$ cat config.mk
export PLATFORM = sky130hd
export DESIGN_NAME = ipic_slave_mux
export DESIGN_NICKNAME = d
export VERILOG_FILES = /design/src/rtl/ipic_mux_pkg.sv /design/src/rtl/ipic_addr_decode.sv /design/src/rtl/ipic_slave_mux.sv
export SDC_FILE = /design/constraint.sdc
export NUM_CORES = 1
export LEC_CHECK = 0
export BUFFER_PORTS_ARGS = -buffer_cell sky130_fd_sc_hd__buf_4
export CAP_MARGIN = 5
export CORE_MARGIN = 5
export CORE_UTILIZATION = 46
export CTS_BUF_LIST = sky130_fd_sc_hd__clkbuf_8
export CTS_CLUSTER_DIAMETER = 80
export DETAILED_ROUTE_END_ITERATION = 10
export HOLD_SLACK_MARGIN = 0.02
export PLACE_DENSITY_LB_ADDON = 0.3
export REMOVE_ABC_BUFFERS = 1
export SETUP_SLACK_MARGIN = 0.4
export SLEW_MARGIN = 20
export SYNTH_ARGS = -nofsm -noshare
export SYNTH_HDL_FRONTEND = slang
export SYNTH_SLANG_ARGS = --single-unit
$ cat constraint.sdc
create_clock -name bus2ip_clk -period 2.6 [get_ports bus2ip_clk]
set_input_delay 0.52 -clock bus2ip_clk [delete_from_list [all_inputs] [get_ports bus2ip_clk]]
set_output_delay 0.52 -clock bus2ip_clk [all_outputs]
set_load 0.01 [all_outputs]
$ cat src/rtl/ipic_mux_pkg.sv
// Shared definitions for the IPIC slave multiplexer: FSM encoding,
// timeout counter width and slave-index width helper.
package ipic_mux_pkg;

    typedef enum logic [1:0] {
        ST_IDLE    = 2'd0,
        ST_ACTIVE  = 2'd1,
        ST_ERR     = 2'd2,
        ST_RELEASE = 2'd3
    } mux_state_t;

    // Wide enough for the largest legal timeout (1023 cycles).
    localparam int TMO_CNT_W = $clog2(1024);

    function automatic int sel_width(input int num_slaves);
        return (num_slaves > 1) ? $clog2(num_slaves) : 1;
    endfunction

endpackage

$ cat src/rtl/ipic_addr_decode.sv
// Combinational base/mask window matcher; the lowest matching slave index wins.
module ipic_addr_decode
    import ipic_mux_pkg::*;
#(
    parameter int C_NUM_SLAVES = 4,
    parameter int C_ADDR_WIDTH = 12,
    parameter int C_SEL_WIDTH  = sel_width(C_NUM_SLAVES),
    parameter logic [C_NUM_SLAVES*C_ADDR_WIDTH-1:0] C_SLAVE_BASE = {12'h700, 12'h600, 12'h400, 12'h200},
    parameter logic [C_NUM_SLAVES*C_ADDR_WIDTH-1:0] C_SLAVE_MASK = {12'hF00, 12'hF00, 12'hE00, 12'hE00}
) (
    input  logic [C_ADDR_WIDTH-1:0] addr,
    output logic                    hit,
    output logic [C_SEL_WIDTH-1:0]  index
);

    // Scan from the top down so a lower index overwrites any higher match.
    always_comb begin
        hit   = 1'b0;
        index = '0;
        for (int i = C_NUM_SLAVES - 1; i >= 0; i--) begin
            if ((addr & C_SLAVE_MASK[i*C_ADDR_WIDTH +: C_ADDR_WIDTH]) ==
                (C_SLAVE_BASE[i*C_ADDR_WIDTH +: C_ADDR_WIDTH] & C_SLAVE_MASK[i*C_ADDR_WIDTH +: C_ADDR_WIDTH])) begin
                hit   = 1'b1;
                index = C_SEL_WIDTH'(i);
            end
        end
    end

endmodule

$ cat src/rtl/ipic_slave_mux.sv
// IPIC decoder/multiplexer: routes one bridge access to one of N register
// slaves and returns a single registered ack, with decode-miss and timeout errors.
module ipic_slave_mux
    import ipic_mux_pkg::*;
#(
    parameter int C_NUM_SLAVES     = 4,
    parameter int C_ADDR_WIDTH     = 12,
    parameter int C_DATA_WIDTH     = 32,
    parameter logic [C_NUM_SLAVES*C_ADDR_WIDTH-1:0] C_SLAVE_BASE = {12'h700, 12'h600, 12'h400, 12'h200},
    parameter logic [C_NUM_SLAVES*C_ADDR_WIDTH-1:0] C_SLAVE_MASK = {12'hF00, 12'hF00, 12'hE00, 12'hE00},
    parameter int C_TIMEOUT_CYCLES = 64
) (
    input  logic                                 bus2ip_clk,
    input  logic                                 bus2ip_resetn,
    input  logic [C_ADDR_WIDTH-1:0]              bus2ip_addr,
    input  logic                                 bus2ip_cs,
    input  logic                                 bus2ip_rdce,
    input  logic                                 bus2ip_wrce,
    output logic [C_NUM_SLAVES-1:0]              bus2ip_cs_int,
    output logic [C_NUM_SLAVES-1:0]              bus2ip_rdce_int,
    output logic [C_NUM_SLAVES-1:0]              bus2ip_wrce_int,
    input  logic [C_NUM_SLAVES-1:0]              slv_rdack,
    input  logic [C_NUM_SLAVES-1:0]              slv_wrack,
    input  logic [C_NUM_SLAVES-1:0]              slv_error,
    input  logic [C_NUM_SLAVES*C_DATA_WIDTH-1:0] slv_data,
    output logic                                 ip2bus_rdack,
    output logic                                 ip2bus_wrack,
    output logic                                 ip2bus_error,
    output logic [C_DATA_WIDTH-1:0]              ip2bus_data,
    output logic                                 timeout_evt,
    output logic                                 busy
);

    localparam int SEL_W = sel_width(C_NUM_SLAVES);
    localparam logic [TMO_CNT_W-1:0] TMO_LAST = TMO_CNT_W'(C_TIMEOUT_CYCLES - 1);

    mux_state_t                state, state_nxt;
    logic [SEL_W-1:0]          sel, sel_nxt;
    logic                      is_read, is_read_nxt;
    logic [TMO_CNT_W-1:0]      cnt, cnt_nxt;
    logic [C_NUM_SLAVES-1:0]   cs_int_nxt, rdce_int_nxt, wrce_int_nxt;
    logic                      rdack_nxt, wrack_nxt, error_nxt, tmo_nxt;
    logic [C_DATA_WIDTH-1:0]   data_nxt;

    logic                      dec_hit;
    logic [SEL_W-1:0]          dec_index;
    logic [C_NUM_SLAVES-1:0]   onehot;
    logic                      ack_match;
    logic [C_DATA_WIDTH-1:0]   slv_data_arr [C_NUM_SLAVES];

    for (genvar g = 0; g < C_NUM_SLAVES; g++) begin : g_unpack
        assign slv_data_arr[g] = slv_data[g*C_DATA_WIDTH +: C_DATA_WIDTH];
    end

    ipic_addr_decode #(
        .C_NUM_SLAVES (C_NUM_SLAVES),
        .C_ADDR_WIDTH (C_ADDR_WIDTH),
        .C_SEL_WIDTH  (SEL_W),
        .C_SLAVE_BASE (C_SLAVE_BASE),
        .C_SLAVE_MASK (C_SLAVE_MASK)
    ) u_decode (
        .addr  (bus2ip_addr),
        .hit   (dec_hit),
        .index (dec_index)
    );

    assign onehot    = {{(C_NUM_SLAVES-1){1'b0}}, 1'b1} << dec_index;
    assign ack_match = is_read ? slv_rdack[sel] : slv_wrack[sel];
    assign busy      = (state != ST_IDLE);

    always_comb begin
        state_nxt    = state;
        sel_nxt      = sel;
        is_read_nxt  = is_read;
        cnt_nxt      = cnt;
        cs_int_nxt   = bus2ip_cs_int;
        rdce_int_nxt = bus2ip_rdce_int;
        wrce_int_nxt = bus2ip_wrce_int;
        rdack_nxt    = 1'b0;
        wrack_nxt    = 1'b0;
        error_nxt    = 1'b0;
        tmo_nxt      = 1'b0;
        data_nxt     = '0;
        case (state)
            ST_IDLE: begin
                if (bus2ip_cs && (bus2ip_rdce || bus2ip_wrce)) begin
                    is_read_nxt = bus2ip_rdce;
                    cnt_nxt     = '0;
                    if ((bus2ip_rdce ^ bus2ip_wrce) && dec_hit) begin
                        sel_nxt      = dec_index;
                        cs_int_nxt   = onehot;
                        rdce_int_nxt = bus2ip_rdce ? onehot : '0;
                        wrce_int_nxt = bus2ip_wrce ? onehot : '0;
                        state_nxt    = ST_ACTIVE;
                    end else begin
                        state_nxt = ST_ERR;
                    end
                end
            end
            ST_ACTIVE: begin
                // A slave ack in the expiry cycle takes priority over the timeout.
                if (ack_match) begin
                    rdack_nxt    = is_read;
                    wrack_nxt    = !is_read;
                    error_nxt    = slv_error[sel];
                    data_nxt     = is_read ? slv_data_arr[sel] : '0;
                    cs_int_nxt   = '0;
                    rdce_int_nxt = '0;
                    wrce_int_nxt = '0;
                    state_nxt    = ST_RELEASE;
                end else if (cnt == TMO_LAST) begin
                    rdack_nxt    = is_read;
                    wrack_nxt    = !is_read;
                    error_nxt    = 1'b1;
                    tmo_nxt      = 1'b1;
                    cs_int_nxt   = '0;
                    rdce_int_nxt = '0;
                    wrce_int_nxt = '0;
                    state_nxt    = ST_RELEASE;
                end else begin
                    cnt_nxt = cnt + 1'b1;
                end
            end
            ST_ERR: begin
                rdack_nxt = is_read;
                wrack_nxt = !is_read;
                error_nxt = 1'b1;
                state_nxt = ST_RELEASE;
            end
            ST_RELEASE: begin
                if (!bus2ip_cs) begin
                    state_nxt = ST_IDLE;
                end
            end
            default: state_nxt = ST_IDLE;
        endcase
    end

    always_ff @(posedge bus2ip_clk or negedge bus2ip_resetn) begin
        if (!bus2ip_resetn) begin
            state           <= ST_IDLE;
            sel             <= '0;
            is_read         <= 1'b0;
            cnt             <= '0;
            bus2ip_cs_int   <= '0;
            bus2ip_rdce_int <= '0;
            bus2ip_wrce_int <= '0;
            ip2bus_rdack    <= 1'b0;
            ip2bus_wrack    <= 1'b0;
            ip2bus_error    <= 1'b0;
            ip2bus_data     <= '0;
            timeout_evt     <= 1'b0;
        end else begin
            state           <= state_nxt;
            sel             <= sel_nxt;
            is_read         <= is_read_nxt;
            cnt             <= cnt_nxt;
            bus2ip_cs_int   <= cs_int_nxt;
            bus2ip_rdce_int <= rdce_int_nxt;
            bus2ip_wrce_int <= wrce_int_nxt;
            ip2bus_rdack    <= rdack_nxt;
            ip2bus_wrack    <= wrack_nxt;
            ip2bus_error    <= error_nxt;
            ip2bus_data     <= data_nxt;
            timeout_evt     <= tmo_nxt;
        end
    end

endmodule

==> flow_metrics.env, run 1 <==
export IMPL_vdd_drop_max_v=0.000363
export IMPL_clkTransAtPathRegs_ns=0.07
export IMPL_antenna_found_initial=0
export IMPL_end_kind="flop"
export IMPL_final_cells=591
export IMPL_pin_count=206
export IMPL_rows=32
export IMPL_fmax_ghz=0.480
export IMPL_cts_root_buf="clkbuf_8"
export IMPL_antenna_left=0
export IMPL_die_area_mm2=0.00959
export IMPL_drc_errors=0
export IMPL_ys_ff_latch=63
export IMPL_gp_congestion=0.860
export IMPL_slew_violations=0
export IMPL_synth_edf_count=0
export IMPL_fin_crit_ns=2.08
export IMPL_start_util=0.467
export IMPL_grt_max_degree=64
export IMPL_netlist_area_leader_share=0.444
export IMPL_cts_num_sinks=63
export IMPL_setup_violations=0
export IMPL_crit_arrival_ns=2.35
export IMPL_coreArea_mm2=0.00761
export IMPL_cts_tree="built"
export IMPL_synthArstFlopShare=1.00
export IMPL_cts_buffers=9
export IMPL_avgSynthCellArea_um2=12.3
export IMPL_clockBufferDepth=2
export IMPL_grt_pass1_wl_um=17700
export IMPL_synth_area_mm2=0.00355
export IMPL_viasPerCell=5.38
export IMPL_grt_pass1_vias=3560
export IMPL_cp_max_fo=13
export IMPL_max_stage_delay_ns=0.54
export IMPL_status="completed"
export IMPL_firstDrtPassIters=4
export IMPL_yosysWarnings=0
export IMPL_area_growth_pct=50.0
export IMPL_die_width_um=97.9
export IMPL_synth_cells=288
export IMPL_timing_hold_ws_ns=0.245
export IMPL_fin_crit_sh=0.802
export IMPL_cts_htree_levels=3
export IMPL_grt_ovfl_total=0
export IMPL_vias=3182
export IMPL_yosys_area_top_type="dfrtp_1"
export IMPL_grt_use_total=0.236
export IMPL_routed_wl_um=11000
export IMPL_fin_nets=648
export IMPL_crit_buf_inv=0
export IMPL_synth_top_flop_cell="dfrtp_1"
export IMPL_dpl_hpwl_um=9030
export IMPL_drt_iter0_markers=80
export IMPL_hold_viol=0
export IMPL_port_buffers=197
export IMPL_worstPathRequired_ns=2.86
export IMPL_startpoint_type="flop"
export IMPL_ys_seq_area_frac=0.444
export IMPL_leakage_nw=2.60
export IMPL_routedWlPerCell_um=18.7
export IMPL_path_class="flop to flop"
export IMPL_cpLargestDelayFamily="simple AND/OR/NAND/NOR gates"
export IMPL_dp_cells=575
export IMPL_clkLatencyLatePin_ns=0.34
export IMPL_tns_ns=0
export IMPL_synth_cell_types=42
export IMPL_n_antenna_cell=0
export IMPL_maxCapViolations=0
export IMPL_final_setup_skew_ns=0.00989
export IMPL_yosys_top_cells_area="dfrtp_1, mux4_2, nor2b_1"
export IMPL_cpMaxStageDelayCell="or4_1"
export IMPL_drive_gt1_frac=0.546
export IMPL_rsz0062_at_grt="false"
export IMPL_path_cells="mux2_2 -> o22ai_2 -> o21ai_2 -> or4_1 -> o21ai_0"
export IMPL_die_y_um=97.9
export IMPL_slew_headroom=0.479
export IMPL_powerDensity_mw_per_mm2=749
export IMPL_hold_class="input port to asynchronous set/reset pin"
export IMPL_cts_hold_buf=0
export IMPL_fin_util=0.701
export IMPL_worst_slew_pin_slew_ns=0.782
[per-layer routing]
metal  share of wire  up-vias  GRT usage  wire (um)
met5               0        -          0          0
met4           0.049        0      0.130        541
met3            0.11       38      0.105       1200
met2            0.53      154      0.418       5860
met1            0.31     1526      0.229       3430
li1                -     1464          -          -
[kinds of logic after synthesis]
family,share of synthesized area
AOI/OAI and AO/OA,0.0996
adders and majority gates,0.0246
buffers and inverters,0.0334
DFF,0.444
muxes,0.238
and+or+nand+nor,0.161
[area by class of cell]
cell class                      instances  area [um2]
Inverter                               10        37.5
Sequential cell                        63        1580
Clock inverter                          7        72.6
Timing Repair Buffer                  201        1520
Clock buffer                            9         124
Fill cell                             599        2280
Tap cell                              102         128
Multi-Input combinational cell        199        1870
[power breakdown]
group / internal [W] / switching [W] / leakage, nW
registers: 0.00112 / 0.000116 / 0.864
clock network: 0.000443 / 0.000401 / 0.0956
logic: 0.00102 / 0.000902 / 1.64
[placed cells by master (no fill, tap or decap), types with 3 or more instances in the layout]
cell type	synthesis	routed
a21o_1	6	6
a21oi_1	7	7
a22o_1	9	9
and3_1	3	3
buf_4	1	200
clkbuf_8	0	9
dfrtp_1	63	62
ha_1	7	6
inv_1	10	10
mux2_2	5	5
mux2i_1	3	3
mux4_2	33	33
nand2_1	18	18
nand2b_1	5	5
nand3_1	7	7
nand3b_1	3	3
nor2_1	9	9
nor2b_1	35	35
nor3_1	5	5
nor4_1	3	3
o21ai_0	10	10
o31a_1	3	3
or2_2	3	3
[what timing repair did]
action / 4_1_cts / 5_1_grt
pin swaps: 0 / 0
gates resized for setup: 2 / 1
setup endpoints to repair: 6 / 7
setup buffers: 0 / 0
hold endpoints to repair: 0 / 0
[final timing paths]
check | slack [ns] | depth (start not counted) | endpoint | from
setup / recovery | 0.52 | 5 | cnt[7]$_DFFE_PN0P_ | sel[1]$_DFFE_PN0P_
hold / removal | 0.25 | 1 | ip2bus_data[18]$_DFF_PN0_ | bus2ip_resetn
setup reg to reg | 0.52 | 5 | cnt[7]$_DFFE_PN0P_ | sel[1]$_DFFE_PN0P_
hold reg to reg | 0.48 | 1 | bus2ip_cs_int[2]$_DFFE_PN0P_ | bus2ip_cs_int[2]$_DFFE_PN0P_
max in group asynchronous | 1.78 | 1 | sel[0]$_DFFE_PN0P_ | bus2ip_resetn
min in group bus2ip_clk | 0.44 | 2 | bus2ip_rdce_int[3]$_DFFE_PN0P_ | bus2ip_rdce
[cell usage after synthesis, types with 7 or more instances]
| cell type | instances |
|---|---|
| dfrtp_1 | 63 |
| a22o_1 | 9 |
| mux4_2 | 33 |
| nand2_1 | 18 |
| inv_1 | 10 |
| a21oi_1 | 7 |
| nand3_1 | 7 |
| ha_1 | 7 |
| nor2b_1 | 35 |
| nor2_1 | 9 |
| buf_2 | 8 |
| o21ai_0 | 10 |
[sequential cells by signal, indices dropped and copies added, names as in the netlist]
name and count:
ip2bus_rdack 1, ip2bus_wrack 1, is_read 1, bus2ip_rdce_int 4, bus2ip_wrce_int 4, state 2, bus2ip_cs_int 4, sel 2
cnt 10, ip2bus_data 32, ip2bus_error 1, timeout_evt 1
[metrics by stage]
stage | total power, W | setup slack, ns | cell area (um2)
4_1_cts | 0.00403 | 0.495 | 5330
5_1_grt | 0.00425 | 0.401 | 5330
2_1_floorplan | 0.00254 | -0.242 | 3470
6_report | 0.00400 | 0.516 | 5330
3_5_place_dp | 0.00318 | 0.302 | 5120
3_3_place_gp | 0.00312 | 0.357 | 5120
Note: power is estimated with default switching activity, not from simulation.
==> run 2: changes to the inputs <==
- ABC_AREA: unset -> 1
- CORE_UTILIZATION: 46 -> 42
- clock period: 2.6 -> 1.9 ns (I/O delays scaled with it)
==> flow_metrics.env, run 2 <==
export IMPL_synth_top_flop_cell="dfrtp_1"
export IMPL_yosys_area_top_type="dfrtp_1"
export IMPL_drc_errors=0
export IMPL_fmax_ghz=0.624
export IMPL_synth_top_family_by_area="simple AND/OR/NAND/NOR gates"
export IMPL_slew_headroom=0.809
export IMPL_coreArea_mm2=0.00872
export IMPL_final_common_cell="buf_4"
export IMPL_ys_seq_area_frac=0.420
export IMPL_gp_congestion=0.844
export IMPL_largest_reg_flops=32
export IMPL_setup_violations=0
export IMPL_synthTopCellsByCount="nor2_1, nand2_1, o21ai_0"
export IMPL_pin_count=206
export IMPL_cts_buffers=9
export IMPL_clkTransAtPathRegs_ns=0.08
export IMPL_synthSimpleGateAreaFrac=0.318
export IMPL_synth_most_common_cell="nor2_1"
export IMPL_largest_register="ip2bus_data"
export IMPL_rows=34
export IMPL_clockBufferDepth=2
export IMPL_cpMaxStageDelayCell="dfrtp_2"
export IMPL_routed_wl_um=13500
export IMPL_cts_num_sinks=63
export IMPL_grt_pass1_vias=4347
export IMPL_grt_pass1_wl_um=21000
export IMPL_cts_root_buf="clkbuf_8"
export IMPL_netlist_area_leader_share=0.420
export IMPL_antenna_left=0
export IMPL_final_cell_mix="buf_4, nor2_1, nand2_1, o21ai_0, dfrtp_1"
export IMPL_startpoint_type="flop"
export IMPL_synthArstFlopShare=1.00
export IMPL_worstSetupStartpoint="sel[0]$_DFFE_PN0P_"
export IMPL_die_width_um=105
export IMPL_path_cells="buf_6 -> nand2_4 -> nand3_4 -> nand3_4 -> nand4_4 -> buf_6 -> nand4_1 -> nand2_1"
export IMPL_end_kind="flop"
export IMPL_drt_iter0_markers=124
export IMPL_cts_tree="built"
export IMPL_fin_nets=916
export IMPL_final_cells=865
export IMPL_die_y_um=105
export IMPL_drive_gt1_frac=0.380
export IMPL_n_antenna_cell=0
export IMPL_grt_ovfl_total=0
export IMPL_hold_class="input port to flop"
export IMPL_synth_compound_area_frac=0.150
export IMPL_grt_max_degree=57
export IMPL_holdPathStages=3
export IMPL_ys_ff_latch=63
export IMPL_yosysWarnings=0
export IMPL_die_area_mm2=0.0109
export IMPL_slew_violations=0
export IMPL_cts_htree_levels=3
export IMPL_powerDensity_mw_per_mm2=1190
export IMPL_synth_cell_types=30
export IMPL_dpl_hpwl_um=9560
export IMPL_port_buffers=197
export IMPL_firstDrtPassIters=5
export IMPL_synth_fa_ha_area_frac=0.0233
export IMPL_avgSynthCellArea_um2=7.03
export IMPL_nFillCells=712
export IMPL_reg2reg_depth=8
export IMPL_synth_xor_area_frac=0.0163
export IMPL_grt_use_met2=0.395
export IMPL_path_class="flop to flop"
export IMPL_cp_max_fo=7
export IMPL_antenna_found_initial=0
export IMPL_area_growth_pct=58.9
export IMPL_dp_cells=824
export IMPL_routedWlPerCell_um=15.6
export IMPL_clkLatencyLatePin_ns=0.34
export IMPL_synth_mux_area_frac=0
export IMPL_max_stage_delay_ns=0.49
export IMPL_hold_viol=0
export IMPL_r2r_start="sel[0]$_DFFE_PN0P_"
export IMPL_leakage_nw=3.17
export IMPL_synth_area_mm2=0.00375
export IMPL_vias=4410
export IMPL_reg_largest_list="ip2bus_data (32), cnt (10)"
export IMPL_yosys_top_cells_area="dfrtp_1, nor2_1, nand2_1"
export IMPL_met3_usage=0.0678
export IMPL_maxCapViolations=0
export IMPL_worstPathRequired_ns=2.13
export IMPL_grt_use_total=0.236
export IMPL_rsz0062_at_grt="true"
export IMPL_crit_arrival_ns=1.83
export IMPL_start_util=0.430
export IMPL_viasPerCell=5.10
export IMPL_globalRoute_busiestLayer="met2"
export IMPL_fin_crit_sh=0.843
export IMPL_worst_slew_pin_slew_ns=0.286
export IMPL_fin_crit_ns=1.60
export IMPL_min_from="bus2ip_rdce"
export IMPL_tns_ns=0
export IMPL_status="completed"
export IMPL_synth_cells=534
export IMPL_vdd_drop_max_v=0.000490
export IMPL_final_setup_skew_ns=0.0184
export IMPL_synth_edf_count=0
export IMPL_grtUsageMet1=0.281
## run 2: cell count changes after synthesis, moves of 9 or more
cell     previous run  this run
nor2_1              9       147
inv_1              10        30
nand4_1             2        14
nor2b_1            35         0
a21oi_1             7        39
a22o_1              9         0
o21ai_0            10        66
mux4_2             33         0
nand2_1            18        90
nand3_1             7        18
## run 2: worst max-delay path, delay by kind of cell, from the launching register on
kind / cells / cell delay (ns)
simple gates: 6 / 0.62
flops: 1 / 0.49
buf+inv: 2 / 0.37
## run 2: stage by stage
stage | hold WS (ns) | area (um2) | setup slack, ns | total power, W | utilization
6_report | 0.286 | 5960 | 0.298 | 0.00707 | 0.684
5_1_grt | 0.316 | 5960 | 0.214 | 0.00763 | 0.684
4_1_cts | 0.266 | 5790 | 0.320 | 0.00661 | 0.664
3_5_place_dp | 0.283 | 5380 | 0.145 | 0.00514 | 0.616
3_3_place_gp | 0.280 | 5380 | 0.236 | 0.00504 | 0.616
2_1_floorplan | 0.0844 | 3610 | -1.16 | 0.00379 | -
## run 2: worst paths after layout
path,end,slack [ns]
min in group asynchronous,is_read$_DFFE_PN0P_,0.46
setup reg to reg,bus2ip_rdce_int[0]$_DFFE_PN0P_,0.30
hold reg to reg,bus2ip_wrce_int[2]$_DFFE_PN0P_,0.49
setup / recovery,bus2ip_rdce_int[0]$_DFFE_PN0P_,0.30
hold / removal,is_read$_DFFE_PN0P_,0.29
max in group asynchronous,ip2bus_data[31]$_DFF_PN0_,0.85
## run 2: metal layers
metal  up-vias  routed length (um)
met5         -                   0
met3        36                1150
li1       2161                   -
met2       216                6590
met4         0                 435
met1      1997                5280
## run 2: cell type report
type                    instances  area [um2]  share of cell area
multi-input cells             409        2060               0.345
well taps                     108         135              0.0227
repair buffers                236        1890               0.318
clock inverters                 7        33.8             0.00566
flip-flops and latches         63        1580               0.265
clock buffers                   9         124              0.0208
inverters                      33         139              0.0233
## run 2: where the power goes
group / switching, W / total [W] / internal, W / leakage, nW
Sequential: 0.000184 / 0.00177 / 0.00158 / 0.858
Clock: 0.000518 / 0.000970 / 0.000452 / 0.0926
Combinational: 0.00245 / 0.00433 / 0.00189 / 2.22
## run 2: logic make-up after synthesis
| logic type | count (synthesis) |
|---|---|
| flip-flops | 63 |
| AO/OA/AOI/OAI | 110 |
| buffers and inverters | 63 |
| adder cells (fa/ha/maj) | 7 |
| AND/OR/NAND/NOR | 284 |
| XOR/XNOR | 7 |
## run 2: repair_timing
item / 4_1_cts / 5_1_grt
pin swaps: 24 / 7
buffers inserted: 13 / 7
endpoints found under the hold margin: 17 / 0
resized for setup: 33 / 19
gates cloned: 2 / 2
setup endpoints to repair: 59 / 57
hold buffers: 1 / 0
